--- src/rtl/fios_pkg.sv ---
// Shared types and sizing helpers for the FIOS result collector.
package fios_pkg;

  localparam int WORD_WIDTH = 17;

  typedef logic [WORD_WIDTH-1:0] word_t;

  // Width of the word index counter; kept at least 1 bit for a single-word result.
  function automatic int idx_width(input int word_count);
    return (word_count > 1) ? $clog2(word_count) : 1;
  endfunction

endpackage

--- src/rtl/fios_result_collector_if.sv ---
// Word-in / result-out bus of the FIOS result collector.
// slave: the collector; master: the DSP column plus the result consumer.
interface fios_result_collector_if #(
  parameter int WORD_COUNT = 16
);
  import fios_pkg::*;

  logic                             word_valid_i;
  word_t                            word_i;
  logic [WORD_WIDTH*WORD_COUNT-1:0] modulus_i;
  logic [WORD_WIDTH*WORD_COUNT-1:0] result_o;
  logic                             result_valid_o;
  logic                             result_ready_i;
  logic                             busy_o;
  logic                             overrun_o;

  modport slave (
    input  word_valid_i, word_i, modulus_i, result_ready_i,
    output result_o, result_valid_o, busy_o, overrun_o
  );

  modport master (
    output word_valid_i, word_i, modulus_i, result_ready_i,
    input  result_o, result_valid_o, busy_o, overrun_o
  );

endinterface

--- src/rtl/fios_word_subtractor.sv ---
// One 17-bit subtract-with-borrow slice, used serially across the result words.
// Only built when FIOS_FINAL_SUB_EN is defined; otherwise the file is empty.
`ifdef FIOS_FINAL_SUB_EN
module fios_word_subtractor
  import fios_pkg::*;
(
  input  word_t a,
  input  word_t b,
  input  logic  borrow_in,
  output word_t diff,
  output logic  borrow_out
);

  logic [WORD_WIDTH:0] full;

  // Extra top bit of the 18-bit difference is the outgoing borrow.
  assign full = {1'b0, a} - {1'b0, b} - {{WORD_WIDTH{1'b0}}, borrow_in};
  assign {borrow_out, diff} = full;

endmodule
`endif

--- src/rtl/fios_result_collector.sv ---
// FIOS result collector: assembles the LSW-first word stream into a full
// result, optionally applies the Montgomery final subtraction on the fly,
// and holds the result behind a valid/ready handshake.
// Macro FIOS_FINAL_SUB_EN: when defined, builds the subtract path, difference
// buffer and borrow select; when undefined, the raw collected value is output.
module fios_result_collector
  import fios_pkg::*;
#(
  parameter int WORD_COUNT = 16
)(
  input logic                     clock_i,
  input logic                     reset_n_i,
  fios_result_collector_if.slave  bus
);

  localparam int IW = idx_width(WORD_COUNT);
  localparam logic [IW-1:0] LAST_IDX = IW'(WORD_COUNT - 1);

  typedef logic [WORD_COUNT-1:0][WORD_WIDTH-1:0] buf_t;

  logic [IW-1:0] idx_q, idx_d;
  buf_t          raw_q, raw_d, raw_next;
  buf_t          result_q, result_d, final_val;
  logic          result_valid_q, result_valid_d;
  logic          overrun_q, overrun_d;
  logic          accept, complete;

  assign accept   = bus.word_valid_i;
  assign complete = accept && (idx_q == LAST_IDX);

`ifdef FIOS_FINAL_SUB_EN
  buf_t  diff_q, diff_d, diff_next;
  buf_t  mod_w;
  logic  borrow_q, borrow_d;
  logic  sub_borrow_in, sub_borrow_out;
  word_t sub_diff;

  assign mod_w         = bus.modulus_i;
  // Each result starts a fresh borrow chain at word 0.
  assign sub_borrow_in = (idx_q == '0) ? 1'b0 : borrow_q;

  fios_word_subtractor u_sub (
    .a          (bus.word_i),
    .b          (mod_w[idx_q]),
    .borrow_in  (sub_borrow_in),
    .diff       (sub_diff),
    .borrow_out (sub_borrow_out)
  );

  // Difference buffer and running borrow, advanced per accepted word.
  always_comb begin
    diff_next        = diff_q;
    diff_next[idx_q] = sub_diff;
    diff_d           = diff_q;
    borrow_d         = borrow_q;
    if (accept) begin
      diff_d   = diff_next;
      borrow_d = sub_borrow_out;
    end
  end

  // Final borrow set means raw < M, so the raw value is already reduced.
  assign final_val = sub_borrow_out ? raw_next : diff_next;
`else
  assign final_val = raw_next;
`endif

  // Raw buffer and word index; the buffer view including the current word
  // feeds the output on the completing cycle, giving single-cycle latency.
  always_comb begin
    raw_next        = raw_q;
    raw_next[idx_q] = bus.word_i;
    raw_d           = raw_q;
    idx_d           = idx_q;
    if (accept) begin
      raw_d = raw_next;
      idx_d = complete ? '0 : idx_q + 1'b1;
    end
  end

  // Output handshake: a completion while a result is still held and not being
  // accepted is dropped and flagged; otherwise it loads the output register.
  always_comb begin
    result_d       = result_q;
    result_valid_d = result_valid_q & ~bus.result_ready_i;
    overrun_d      = 1'b0;
    if (complete) begin
      if (result_valid_q && !bus.result_ready_i) begin
        overrun_d = 1'b1;
      end else begin
        result_d       = final_val;
        result_valid_d = 1'b1;
      end
    end
  end

  // State registers, all cleared by the asynchronous reset.
  always_ff @(posedge clock_i or negedge reset_n_i) begin
    if (!reset_n_i) begin
      idx_q          <= '0;
      raw_q          <= '0;
      result_q       <= '0;
      result_valid_q <= 1'b0;
      overrun_q      <= 1'b0;
`ifdef FIOS_FINAL_SUB_EN
      diff_q         <= '0;
      borrow_q       <= 1'b0;
`endif
    end else begin
      idx_q          <= idx_d;
      raw_q          <= raw_d;
      result_q       <= result_d;
      result_valid_q <= result_valid_d;
      overrun_q      <= overrun_d;
`ifdef FIOS_FINAL_SUB_EN
      diff_q         <= diff_d;
      borrow_q       <= borrow_d;
`endif
    end
  end

  assign bus.result_o       = result_q;
  assign bus.result_valid_o = result_valid_q;
  assign bus.busy_o         = (idx_q != '0);
  assign bus.overrun_o      = overrun_q;

endmodule

--- src/flat_wrapper.sv ---
// flat-port wrapper written by rule: the top's interface ports become plain ports
module fios_result_collector_flat import fios_pkg::*;
#(
  parameter int WORD_COUNT = 16
)
  (clock_i, reset_n_i, bus_word_valid_i, bus_word_i, bus_modulus_i, bus_result_ready_i, bus_result_o, bus_result_valid_o, bus_busy_o, bus_overrun_o);
  fios_result_collector_if #(.WORD_COUNT(WORD_COUNT)) bus_i ();
  input logic clock_i;
  input logic reset_n_i;
  input wire logic [$bits(bus_i.word_valid_i)-1:0] bus_word_valid_i;
  input wire logic [$bits(bus_i.word_i)-1:0] bus_word_i;
  input wire logic [$bits(bus_i.modulus_i)-1:0] bus_modulus_i;
  input wire logic [$bits(bus_i.result_ready_i)-1:0] bus_result_ready_i;
  output wire logic [$bits(bus_i.result_o)-1:0] bus_result_o;
  output wire logic [$bits(bus_i.result_valid_o)-1:0] bus_result_valid_o;
  output wire logic [$bits(bus_i.busy_o)-1:0] bus_busy_o;
  output wire logic [$bits(bus_i.overrun_o)-1:0] bus_overrun_o;
  assign bus_i.word_valid_i = bus_word_valid_i;
  assign bus_i.word_i = bus_word_i;
  assign bus_i.modulus_i = bus_modulus_i;
  assign bus_i.result_ready_i = bus_result_ready_i;
  assign bus_result_o = bus_i.result_o;
  assign bus_result_valid_o = bus_i.result_valid_o;
  assign bus_busy_o = bus_i.busy_o;
  assign bus_overrun_o = bus_i.overrun_o;
  fios_result_collector #(.WORD_COUNT(WORD_COUNT)) u_core (.clock_i(clock_i), .reset_n_i(reset_n_i), .bus(bus_i));
endmodule
--- config.mk ---
export PLATFORM = sky130hd
export DESIGN_NAME = fios_result_collector_flat
export DESIGN_NICKNAME = d
export VERILOG_FILES = /design/src/rtl/fios_pkg.sv /design/src/rtl/fios_result_collector_if.sv /design/src/rtl/fios_word_subtractor.sv /design/src/rtl/fios_result_collector.sv /design/src/flat_wrapper.sv
export SDC_FILE = /design/constraint.sdc
export NUM_CORES = 1
export LEC_CHECK = 0
export BUFFER_PORTS_ARGS = -buffer_cell sky130_fd_sc_hd__buf_2
export CORE_MARGIN = 4
export CORE_UTILIZATION = 45
export CTS_CLUSTER_DIAMETER = 30
export DETAILED_ROUTE_END_ITERATION = 10
export PLACE_DENSITY = 0.69
export SETUP_SLACK_MARGIN = 0.02
export SLEW_MARGIN = 25
export SYNTH_ARGS = -nofsm -noshare
export SYNTH_HDL_FRONTEND = slang
export SYNTH_HIERARCHICAL = 1
export SYNTH_SLANG_ARGS = --single-unit
export TNS_END_PERCENT = 100
--- constraint.sdc ---
create_clock -name clock_i -period 2.6 [get_ports clock_i]
set_clock_uncertainty 0.15 [all_clocks]
set_input_delay 0.13 -clock clock_i [delete_from_list [all_inputs] [get_ports clock_i]]
set_output_delay 0.13 -clock clock_i [all_outputs]
set_load 0.03 [all_outputs]
==> qor.txt <==
Status: complete, no violations
Netlist Area Pre-Place: 0.02437 sq mm
Clk buf depth: 3
Slew margin rel.: 0.5250
DP Area: 0.02652 sq mm
Remaining Overflow, GRT: 0
Fin crit share: 0.9541
DR vias: 14060
Clock transition at the registers of the reported paths: 0.05 ns
Crit path launch type: flip-flop
# DRC: 0
CP max stage delay: 0.45 ns
Routed Antenna Nets: 0
Setup crit end: u_core/bus.result_o[244]
Clock power share: 0.350
Gr usage total: 0.2031
CTS tree: done
Internal power: 0.02839 W
Reg-to-Reg End: u_core/bus.result_o[244]
Sw power: 0.01338 W
Vias in the first global route: 14880
Standard-cell rows: 85
Final instance area: 0.03073 sq mm
First-pass GRT wire length: 90520 um
CTS sink cnt: 533
Share of post-route cells with drive strength above 1: 0.6621
Initial DRC count: 601
Final Slew Violations: 0
Worst path cell trace: inv_1 -> ha_1 -> buf_4 -> nand3_4 -> mux2_4 -> mux2_4
Pre-CTS setup slack: 0.1667 ns
Hpwl dp: 37730 um
Setup repair bufs after CTS: 0
Area grow syn2layout: 26.06%
Setup Viol. Count Final: 0
Crit path max-delay cell type: mux2_4
Fmax: 403.1 MHz
Drt via density: 5.247
Synth warnings: 6
CP startpoint: u_core/idx_q[0]
Hold Path Class: input port to flip-flop
Number of synthesized register bits: 533
Die Y: 240.7 um
CP required: 2.96 ns
Pre-antenna DRT Iters: 4
Combinational power share: 0.321
Pwr Density: 1359 mW/mm^2
R2R cell count: 6
CTS Buf Count: 112
Reg2Reg Setup Slack: 0.12 ns
Starting density of the core: 0.4538
Final Hold Fails: 0
Distinct cells, synth: 31
Post-Syn Instances: 1536
Port Buffers: 295
Die area: 0.05795 sq mm
Endpoint class of the critical path: flip-flop
Root Buffer: clkbuf_16
Setup_tns: 0 ns
Gpl congestion: 0.7616
Arrival time worst endpoint: 2.84 ns
H-tree levels: 3
Switching share of power: 0.3204
Most used cell, CP: mux2_4
CP Class: flip-flop to flip-flop
Post-synthesis sequential area ratio: 0.5472
Synth Area per Inst: 15.87 sq um
Final WS setup: 0.1193 ns
P_leak: 15.20 nW
Core Region: 0.05371 sq mm
Routed WL: 59340 um
MaxCap Viol Count: 0
IO Pins: 568
Antenna violations before repair: 0
Worst-Skew Late Latency: 0.63 ns
RSZ-0062 raised after global routing: no
Max VDD drop: 0.9126 mV
Post-synth ARST share: 1.000
Crit-path max FO: 17
Tmin final: 2.481 ns
Largest net degree at the start of global routing: 103
Wire per inst: 22.14 um
Primary FF master, synth: dfrtp_1
Reg2Reg Launch Point: u_core/idx_q[0]
Layout net count: 2187
Sequential power share: 0.329
Post-synth EDFFs: 0
Synthesized net count: 1834
Worst-margin pin slew: 0.7125 ns
Die width: 240.7 um
==> cell usage after synthesis (5+ instances only) <==
library cell / n / area [sq um]
nand3_4: 6 / 105.1
mux2_2: 602 / 6779
nand3b_4: 8 / 160.2
mux2_1: 23 / 259.0
buf_6: 31 / 349.1
nor2_1: 18 / 67.56
inv_1: 20 / 75.07
clkbuf_1: 51 / 191.4
ha_1: 5 / 62.56
mux2_4: 140 / 2102
buf_4: 25 / 187.7
mux2i_1: 17 / 170.2
dfrtp_1: 533 / 13340
nand2_1: 6 / 22.52
buf_2: 18 / 90.09
==> metal layers <==
metal / part of all wire / track usage / wire (um)
met5: 0 / 0 / 0
met4: 0.017 / 0.05686 / 999
met3: 0.067 / 0.05588 / 3950
met2: 0.45 / 0.3062 / 26620
met1: 0.47 / 0.2916 / 27770
==> worst max-delay path, delay by kind of cell, from the launching register on <==
| family | cells | cell delay [ns] |
|---|---|---|
| fa+ha+maj | 1 | 0.33 |
| flops | 1 | 0.42 |
| mux | 2 | 0.71 |
| simple gates | 1 | 0.35 |
| buf+inv | 2 | 0.40 |
==> cells by family after synthesis <==
| group | Yosys count | share of synthesized area |
|---|---|---|
| multiplexers | 782 | 0.3820 |
| flip-flops | 533 | 0.5472 |
| buffers and inverters | 147 | 0.03829 |
| AND/OR/NAND/NOR | 63 | 0.02859 |
| AO/OA/AOI/OAI | 5 | 0.001026 |
| adder cells (fa/ha/maj) | 5 | 0.002567 |
| XOR/XNOR | 1 | 0.0003594 |
==> metrics by stage <==
stage / util / hold WS [ns] / power, W / std cells
detailed placement: 0.4938 / -0.09013 / 0.02714 / 2449
global route: 0.5721 / 0.06818 / 0.04375 / 2679
finish: 0.5721 / 0.06430 / 0.04176 / 2680
global placement: 0.4938 / -0.09609 / 0.02666 / 2449
floorplan: - / -0.3156 / 0.02344 / 1536
CTS: 0.5717 / 0.01251 / 0.04207 / 2679
==> layout by cell type, fill, tap and decap left out, drive strengths merged, types with 4 or more instances in the layout <==
master,n
mux2i,17
dfrtp,533
clkinv,24
nor2,18
nor3b,5
ha,5
bufinv,16
o21ai,4
buf,345
mux2,765
nand3b,8
dlygate4sd3,21
clkinvlp,10
inv,25
nand4,4
clkbuf,153
nand2,6
nand3,12
==> repair_timing <==
action                                 CTS  global route
resized for setup                        1             3
setup endpoints to repair                1             1
hold buffers                            22             0
cloned                                   0             0
endpoints found under the hold margin  598             0
==> sequential cells by signal, summed over array words and instances, names as in the netlist <==
signal                     count
u_core/bus.result_valid_o      1
u_core/bus.overrun_o           1
u_core/raw_q                 255
u_core/idx_q                   4
u_core/bus.result_o          272
==> power groups by stage <==
| stage | logic, W | clock network [W] | registers, W |
|---|---|---|---|
| 2_1_floorplan | 0.00747 | 0 | 0.0160 |
| 3_3_place_gp | 0.0131 | 0 | 0.0136 |
| 3_5_place_dp | 0.0134 | 0 | 0.0138 |
| 4_1_cts | 0.0135 | 0.0149 | 0.0137 |
| 5_1_grt | 0.0143 | 0.0154 | 0.0141 |
| 6_report | 0.0134 | 0.0146 | 0.0137 |
==> worst min-delay path by stage <==
stage / start / end / slack, ns / depth (start not counted)
4_1_cts: bus_word_i[2] / u_core/bus.result_o[257] / 0.01 / 3
2_1_floorplan: reset_n_i / u_core/bus.overrun_o / -0.32 / 0
3_5_place_dp: reset_n_i / u_core/bus.result_o[213] / -0.09 / 1
5_1_grt: bus_word_i[2] / u_core/bus.result_o[257] / 0.07 / 3
6_report: bus_word_i[2] / u_core/bus.result_o[257] / 0.06 / 3
3_3_place_gp: reset_n_i / u_core/bus.result_o[213] / -0.1 / 1
==> cell type report <==
type | instances | area [sq um]
Inverter | 20 | 75.07
Fill cell | 4154 | 22980
Timing Repair Buffer | 366 | 2351
Clock buffer | 153 | 3177
Sequential cell | 533 | 13340
Tap cell | 696 | 870.8
Antenna cell | 1 | 2.502
Clock inverter | 55 | 775.7
Multi-Input combinational cell | 856 | 10130
Note: power is estimated with default switching activity, not from simulation.
